`src/rtl/traffic_display_driver.sv`:
```
// Traffic display driver: 4-digit 7-segment scan plus interlocked lamp FSM
// fed from a registered snapshot of the traffic controller outputs.
module traffic_display_driver #(
  parameter int SCAN_DIV     = 1,
  parameter int AMBER_CYCLES = 3
) (
  input  logic       clock,
  input  logic       R,
  input  logic [3:0] A_Time_L,
  input  logic [3:0] A_Time_H,
  input  logic [3:0] B_Time_L,
  input  logic [3:0] B_Time_H,
  input  logic       A_Light,
  input  logic       B_Light,
  output logic [6:0] seg,
  output logic [3:0] dig_en,
  output logic       A_Red,
  output logic       A_Amber,
  output logic       A_Green,
  output logic       B_Red,
  output logic       B_Amber,
  output logic       B_Green
);

  localparam int DW = (SCAN_DIV > 1) ? $clog2(SCAN_DIV) : 1;
  localparam int CW = (AMBER_CYCLES > 1) ? $clog2(AMBER_CYCLES) : 1;

  typedef enum logic [2:0] {
    ALL_RED,
    A_GO,
    A_AMB,
    B_GO,
    B_AMB
  } state_t;

  logic [3:0] r_al, r_ah, r_bl, r_bh;
  logic       r_ga, r_gb;

  logic [DW-1:0] r_div;
  logic [1:0]    r_idx;
  logic [3:0]    r_dig_en;
  logic [6:0]    r_seg;

  logic          w_wrap;
  logic [1:0]    w_idx_nxt;
  logic [3:0]    w_digit;

  state_t        r_state, w_state_nxt;
  logic [CW-1:0] r_cnt, w_cnt_nxt;

  function automatic logic [6:0] f_dec(input logic [3:0] d);
    case (d)
      4'd0:    f_dec = 7'b1111110;
      4'd1:    f_dec = 7'b0110000;
      4'd2:    f_dec = 7'b1101101;
      4'd3:    f_dec = 7'b1111001;
      4'd4:    f_dec = 7'b0110011;
      4'd5:    f_dec = 7'b1011011;
      4'd6:    f_dec = 7'b1011111;
      4'd7:    f_dec = 7'b1110000;
      4'd8:    f_dec = 7'b1111111;
      4'd9:    f_dec = 7'b1111011;
      4'hF:    f_dec = 7'b0000000;
      default: f_dec = 7'b0000001;
    endcase
  endfunction

  always_ff @(posedge clock or posedge R) begin
    if (R) begin
      r_al <= 4'hF;
      r_ah <= 4'hF;
      r_bl <= 4'hF;
      r_bh <= 4'hF;
      r_ga <= 1'b0;
      r_gb <= 1'b0;
    end else begin
      r_al <= A_Time_L;
      r_ah <= A_Time_H;
      r_bl <= B_Time_L;
      r_bh <= B_Time_H;
      r_ga <= A_Light;
      r_gb <= B_Light;
    end
  end

  assign w_wrap    = (r_div == DW'(SCAN_DIV - 1));
  assign w_idx_nxt = r_idx + 2'd1;

  always_comb begin
    w_digit = r_al;
    unique case (w_idx_nxt)
      2'd0: w_digit = r_al;
      2'd1: w_digit = r_ah;
      2'd2: w_digit = r_bl;
      2'd3: w_digit = r_bh;
    endcase
  end

  // enable and segments load together so they always name the same digit
  always_ff @(posedge clock or posedge R) begin
    if (R) begin
      r_div    <= '0;
      r_idx    <= 2'd0;
      r_dig_en <= 4'b0001;
      r_seg    <= 7'b0000000;
    end else if (w_wrap) begin
      r_div    <= '0;
      r_idx    <= w_idx_nxt;
      r_dig_en <= 4'b0001 << w_idx_nxt;
      r_seg    <= f_dec(w_digit);
    end else begin
      r_div    <= r_div + 1'b1;
    end
  end

  assign seg    = r_seg;
  assign dig_en = r_dig_en;

  always_ff @(posedge clock or posedge R) begin
    if (R) begin
      r_state <= ALL_RED;
      r_cnt   <= '0;
    end else begin
      r_state <= w_state_nxt;
      r_cnt   <= w_cnt_nxt;
    end
  end

  always_comb begin
    w_state_nxt = r_state;
    w_cnt_nxt   = r_cnt;
    case (r_state)
      ALL_RED: begin
        if (r_ga && !r_gb) w_state_nxt = A_GO;
        else if (r_gb && !r_ga) w_state_nxt = B_GO;
      end
      A_GO: begin
        if (!r_ga) begin
          w_state_nxt = A_AMB;
          w_cnt_nxt   = CW'(AMBER_CYCLES - 1);
        end
      end
      A_AMB: begin
        if (r_cnt == '0) w_state_nxt = ALL_RED;
        else w_cnt_nxt = r_cnt - 1'b1;
      end
      B_GO: begin
        if (!r_gb) begin
          w_state_nxt = B_AMB;
          w_cnt_nxt   = CW'(AMBER_CYCLES - 1);
        end
      end
      B_AMB: begin
        if (r_cnt == '0) w_state_nxt = ALL_RED;
        else w_cnt_nxt = r_cnt - 1'b1;
      end
      default: w_state_nxt = ALL_RED;
    endcase
  end

  assign A_Green = (r_state == A_GO);
  assign A_Amber = (r_state == A_AMB);
  assign A_Red   = !(A_Green || A_Amber);
  assign B_Green = (r_state == B_GO);
  assign B_Amber = (r_state == B_AMB);
  assign B_Red   = !(B_Green || B_Amber);

endmodule

```
`config.mk`:
```
export PLATFORM = sky130hd
export DESIGN_NAME = traffic_display_driver
export DESIGN_NICKNAME = d
export VERILOG_FILES = /design/src/rtl/traffic_display_driver.sv
export SDC_FILE = /design/constraint.sdc
export NUM_CORES = 1
export LEC_CHECK = 0
export BUFFER_PORTS_ARGS = -buffer_cell sky130_fd_sc_hd__buf_2
export CORE_MARGIN = 2
export CORE_UTILIZATION = 33
export CTS_BUF_LIST = sky130_fd_sc_hd__clkbuf_4
export DETAILED_ROUTE_END_ITERATION = 8
export PLACE_DENSITY = 0.51
export SYNTH_ARGS = -nofsm -noshare
export SYNTH_HDL_FRONTEND = slang
export SYNTH_SLANG_ARGS = --single-unit
export TNS_END_PERCENT = 50
```
`constraint.sdc`:
```
create_clock -name clock -period 2.5 [get_ports clock]
set_input_delay 0 -clock clock [delete_from_list [all_inputs] [get_ports clock]]
set_output_delay 0 -clock clock [all_outputs]
set_load 0.02 [all_outputs]
```
* After elaboration in Yosys (flattened, before gate mapping)
Memory sizes are Yosys's and may differ from the RTL's. A register that Yosys moved wholly into a read port is not among the register bits.
Index checks and enable logic that the tools add are counted.
** Cells by class
- Add/subtract/negate cells :: 3
- Equal/unequal tests :: 12
- Shift operators :: 1
- Mux-type cells :: 12
- Reductions and logical operators :: 16
** Operators by type and width (count)
- 4-bit case mux with 4 select lines :: 1
- 3-bit two-way mux :: 5
- 3-bit case mux with 4 select lines :: 1
- 4-bit AND reduction :: 2
- 3-bit by 2-bit == test with 1-bit output, second input constant :: 2
- 2-bit two-way mux :: 3
- 2-bit inequality test, second input constant :: 3
- 2-bit case mux with 3 select lines :: 1
- 1-bit logical NOT :: 5
- 2-bit == test, second input constant :: 2
- 2-bit logical NOT :: 2
- 1-bit by 2-bit left shift with 4-bit output, first input constant :: 1
- 3-bit by 1-bit == test with 1-bit output, second input constant :: 1
- 3-bit == test, second input constant :: 1
- 3-bit logical NOT :: 1
- 3-bit inequality test, second input constant :: 1
- 3-bit nonzero test :: 1
- 2-bit by 1-bit adder with 2-bit output, second input constant :: 1
- 2-bit by 1-bit == test with 1-bit output, second input constant :: 1
- 1-bit logical AND :: 2
- 1-bit logical OR :: 2
- 2-bit by 1-bit inequality test with 1-bit output, second input constant :: 1
- 2-bit OR reduction :: 1
- 2-bit by 1-bit subtractor with 2-bit output, second input constant :: 1
- 2 further kinds :: 2
** Storage, ports and cells
- Flip-flop bits (word level) :: 30
- ROM bits :: 112
- Word-level logic and storage cells :: 56
- Memories kept :: 1
** Memories
- (no name shown) :: depth 16, bits a word 7, rd ports 1, clocked after memory_dff 1, wr ports 0, RTL line 52 : case (d)

* Depth between registers and ports, before layout
- Word-level depth :: 5
- Mapped depth :: 10

* Least setup slack after synthesis
OpenSTA, ideal clock, no wires.
- Path kind :: register to register
- From :: register r_idx[0]
- To :: register r_seg[1] (netlist: seg[1])
- Library setup time :: 0.096 ns
- Arrival :: 1.802 ns
- Data required time :: 2.404 ns
- Setup slack :: 0.603 ns
- Stages on the path, launching flop included :: 10
- Clock period less this slack :: 1.897 ns
- Path through :: dfrtp_1 ha_1 a222oi_1 mux2i_1 inv_1 ha_1 nor2_1 nand2_1 o21ai_0 o31ai_1
** On the way
- Cells in the longest elaborated chain, start to end :: 3
- Elaborated cells on any way between the ends :: 6
- Classes of those cells :: 1 x add/sub; 3 x eq/ne; 1 x mux; 1 x reduce/logical
** RTL lines
- start: declaration :: RTL line 40 : logic [1:0] r_idx;
- start signal: assignment :: RTL line 108 : r_idx <= w_idx_nxt;
- 2-bit by 1-bit adder with 2-bit output (*) :: RTL line 87 : assign w_idx_nxt = r_idx + 2'd1;
- 2-bit == test (tied with other cells) :: RTL line 91 : unique case (w_idx_nxt)
- 4-bit case mux with 4 select lines (*) :: RTL line 91
- end: declaration :: RTL line 42 : logic [6:0] r_seg;
Every way passes the cells marked *; elsewhere a longest branch is shown, timed or not.
A chain may end at the register's enable or synchronous reset.

* Final worst setup path
Ends and elaborated chain as after synthesis.

==> summary.md <==
| Metric | Value |
|---|---|
| Seq cells post-synth | `36` |
| Total number of vias | `~1100` |
| F_max | `approximately 460 MHz` |
| Syn_area_per_cell | `between 10 and 15 µm²` |
| Crit Path Class | `reg2reg` |
| Area Growth Syn to Fin | `32.7%` |
| Critical Path RT | `between 2000 and 3000 ps` |
| Die Ht | `about 73 µm` |
| Antenna-violating nets left | `0` |
| DR vias/cell | `about 4.6` |
| Seq/Total Area, Yosys | `about three fifths` |
| Total negative slack | `0 ps` |
| Cells after Synth | `between 100 and 150` |
| Antenna diode count | `0` |
| Most frequent CP cell | `ha_1` |
| Delay-heaviest family, CP | `adder cells` |
| FP Rows | `25` |
| Reg2reg start | `r_idx[0]$_DFF_PP0_` |
| Post-Route WL | `~2800 µm` |
| Top cell type's share of synthesized area | `~30%` |
| WP buf/inv | `1` |
| Pleak | `around 1 nW` |
| Startpoint types | `flip-flop` |
| Largest net degree at the start of global routing | `26` |
| Largest family of logic cells by synthesized area | `compound AO/OA/AOI/OAI gates` |
| Final Critical Period | `around 2200 ps` |
| Die area | `~5300 µm²` |
| GRT Resource Usage Total | `12.1%` |
| Final #Nets | `between 200 and 250` |
| Worst-path maximum fanout | `11` |
| Die W | `72.8 µm` |
| Port Buffers | `36` |
| CP Cell Sequence | `ha_1, mux2i_1, inv_1, ha_1, nor2_1, nand2_1, o21ai_0, o31ai_1` |
| Max VDD drop | `approximately 0.28 mV` |
| Clock buffer count from CTS | `5` |
| CP max stage delay | `450 ps` |
| GRT overflow | `0` |
| Hold endpoint | `r_al[2]$_DFF_PP1_` |
| Fraction of final layout cells with drive strength greater than 1 | `38.2%` |
| Slew headroom | `40.1%` |
| H-tree levels | `2` |
| Post-CTS Setup Repair Bufs | `0` |
| Worst-Margin Slew | `about 900 ps` |
| Placed cell count | `roughly 210` |
| Syn nets | `between 150 and 200` |
| Reg-to-reg endpoint | `seg[1]$_DFF_PP0_` |
| Post-Synth XOR/XNOR Area | `less than 1%` |
| Skew-Pair Late Insertion Delay | `roughly 330 ps` |
| GPL Wtd Cong | `0.834` |
| Initial core utilization | `33.8%` |
| Maximum clock path buffer count | `2` |
| Cells on worst reg2reg path | `8` |
| Final instance area | `approximately 2100 µm²` |
| Skew final | `2.60 ps` |
| Final worst-path cycle share | `87.2%` |
| Min-delay src | `A_Time_L[2]` |
| Max-cap check violation count | `0` |
| Starting DRT DRC Count | `59` |
| Most frequent cells in the layout | `36 x buf_2, 19 x dfrtp_1, 19 x dlygate4sd3_1` |
| Yosys warnings | `0` |
| Initial antenna violation count | `0` |
| Mux contribution to synthesized area | `~7%` |
| Most common cell after layout, fill and taps aside | `buf_2` |
| DR WL/cell | `between 10 and 15 µm` |
| Worst reg2reg setup slack | `approximately 320 ps` |
| Synth Area in Simple Gates | `roughly 8.5%` |
| Setup violators final | `0` |
| Status | `completed` |
| Vias in the first global route | `around 1100` |
| DRT Pass-1 Iters | `4` |
| Non-Filler Instances | `240` |
| Synth Cell Area | `1560 µm²` |
| Final worst setup slack | `around 320 ps` |
| Max-slew violations | `0` |
| Final hold vios | `0` |
| Setup WS pre-CTS | `312 ps` |
| Slowest-stage cell, CP | `ha_1` |
| Core area | `4630 µm²` |
| Yosys cell types | `34` |
| Clock transition at path regs | `~100 ps` |
| Worst Hold Path Cells | `2` |
| Sink Count | `36` |
| Synth Area in Adders | `about 9.6%` |
| Worst hold path type | `in2reg` |
| Worst Setup End Kind | `flip-flop` |
| WP data arrival | `2380 ps` |
| Biggest area consumer among synthesized cells | `dfrtp_1` |
| DP Area | `around 1800 µm²` |
| P per Cell Area | `approximately 730 nW/µm²` |
| Synth Area in Compound Gates | `about a tenth` |
| DRC errors left | `0` |
| Clk Tree Root Cell | `clkbuf_4` |
| Dpl hpwl | `2110 µm` |
| CTS tree | `built` |
| First-pass GRT wire length | `between 4000 and 5000 µm` |
| Number of cells on the critical path | `8` |
| I/O pin cnt | `37` |
| Top cells by area, synth | `dfrtp_1 30%, dfstp_2 29%, ha_1 9.6%, inv_1 3.4%, mux2i_1 3.2%` |
==> metrics by stage <==
stage          power [mW]  hold slack, ps  util, %
3_5_place_dp         1.12             106     39.0
6_report             1.51             299     44.8
3_3_place_gp         1.11             105     39.0
4_1_cts              1.53             282     44.7
2_1_floorplan        1.00            4.48        -
5_1_grt              1.62             276     44.8
==> sequential cells by signal, summed over array words and instances (netlist names) <==
name / flops
r_cnt: 2
r_bh: 4
r_gb: 1
r_idx: 2
r_ga: 1
r_al: 4
r_bl: 4
r_state: 3
dig_en: 4
seg: 7
r_ah: 4
==> area by class of cell <==
cell class / instances / area [µm²]
Fill cell: 451 / 2550
Sequential cell: 36 / 922
Multi-Input combinational cell: 70 / 568
Timing Repair Buffer: 57 / 385
Tap cell: 54 / 67.6
Inverter: 15 / 56.3
Clock buffer: 5 / 37.5
Clock inverter: 3 / 37.5
==> worst register-to-register path, stage by stage (launching register included) <==
cell and delay [ps]:
dfrtp_1 390, ha_1 450, mux2i_1 430, inv_1 170, ha_1 240, nor2_1 90
nand2_1 50, o21ai_0 140, o31ai_1 80
==> cell families (layout without fill, tap and decap cells) <==
kind of cell	Yosys count	in the layout
adders and majority gates	12	12
DFF	36	36
xor gates and xnor gates	1	1
muxes	9	9
and+or+nand+nor	25	25
buffers and inverters	18	80
AOI/OAI and AO/OA	23	23
==> Yosys cell counts <==
library cell  instances
nor2b_1               3
inv_1                14
mux4_2                1
nor3_2                1
nand2b_1              1
o21a_1                1
nor3_1                2
nor3b_1               1
mux2i_1               5
a22o_2                1
xnor2_1               1
nand2_1               6
o31ai_1               2
o21ai_0               7
inv_2                 1
o21ai_1               1
nand3_2               1
buf_4                 2
o2bb2ai_1             1
o21ai_2               1
a21o_1                4
nor2_1                6
a22o_1                1
mux2i_2               1
dfrtp_1              19
nand3_1               1
a21oi_1               1
mux2_2                2
and2_1                2
buf_2                 1
ha_1                 12
dfstp_2              17
a222oi_1              3
nand3b_1              1
==> where the power goes <==
part | total [mW] | switching (mW) | internal, mW | leakage, nW
sequential | 0.706 | 0.0542 | 0.652 | 0.408
combinational | 0.419 | 0.223 | 0.196 | 0.560
clock | 0.383 | 0.179 | 0.204 | 0.0403
==> what timing repair did <==
action	in CTS	in global routing
endpoints found under the setup margin	0	1
resized for setup	0	1
hold buffers	19	0
hold endpoints to repair	37	0
==> worst max-delay path by stage <==
stage / end / slack [ps] / start
2_1_floorplan: seg[1]$_DFF_PP0_ / 600 / r_idx[0]$_DFF_PP0_
3_3_place_gp: seg[1]$_DFF_PP0_ / 410 / r_idx[0]$_DFF_PP0_
3_5_place_dp: seg[1]$_DFF_PP0_ / 310 / r_idx[0]$_DFF_PP0_
4_1_cts: seg[1]$_DFF_PP0_ / 290 / r_idx[1]$_DFF_PP0_
5_1_grt: seg[1]$_DFF_PP0_ / -1 / r_idx[1]$_DFF_PP0_
6_report: seg[1]$_DFF_PP0_ / 320 / r_idx[0]$_DFF_PP0_
==> metal layers <==
layer	wire length, µm	vias to the layer above	GRT usage [%]	share of wire (%)
met5	0	-	0	0
met4	48	0	4.94	1.7
met3	166	7	4.01	6.0
met2	1350	32	20.5	48
met1	1220	514	14.0	44
li1	-	543	-	-
Power figures use the tool's default switching activity.
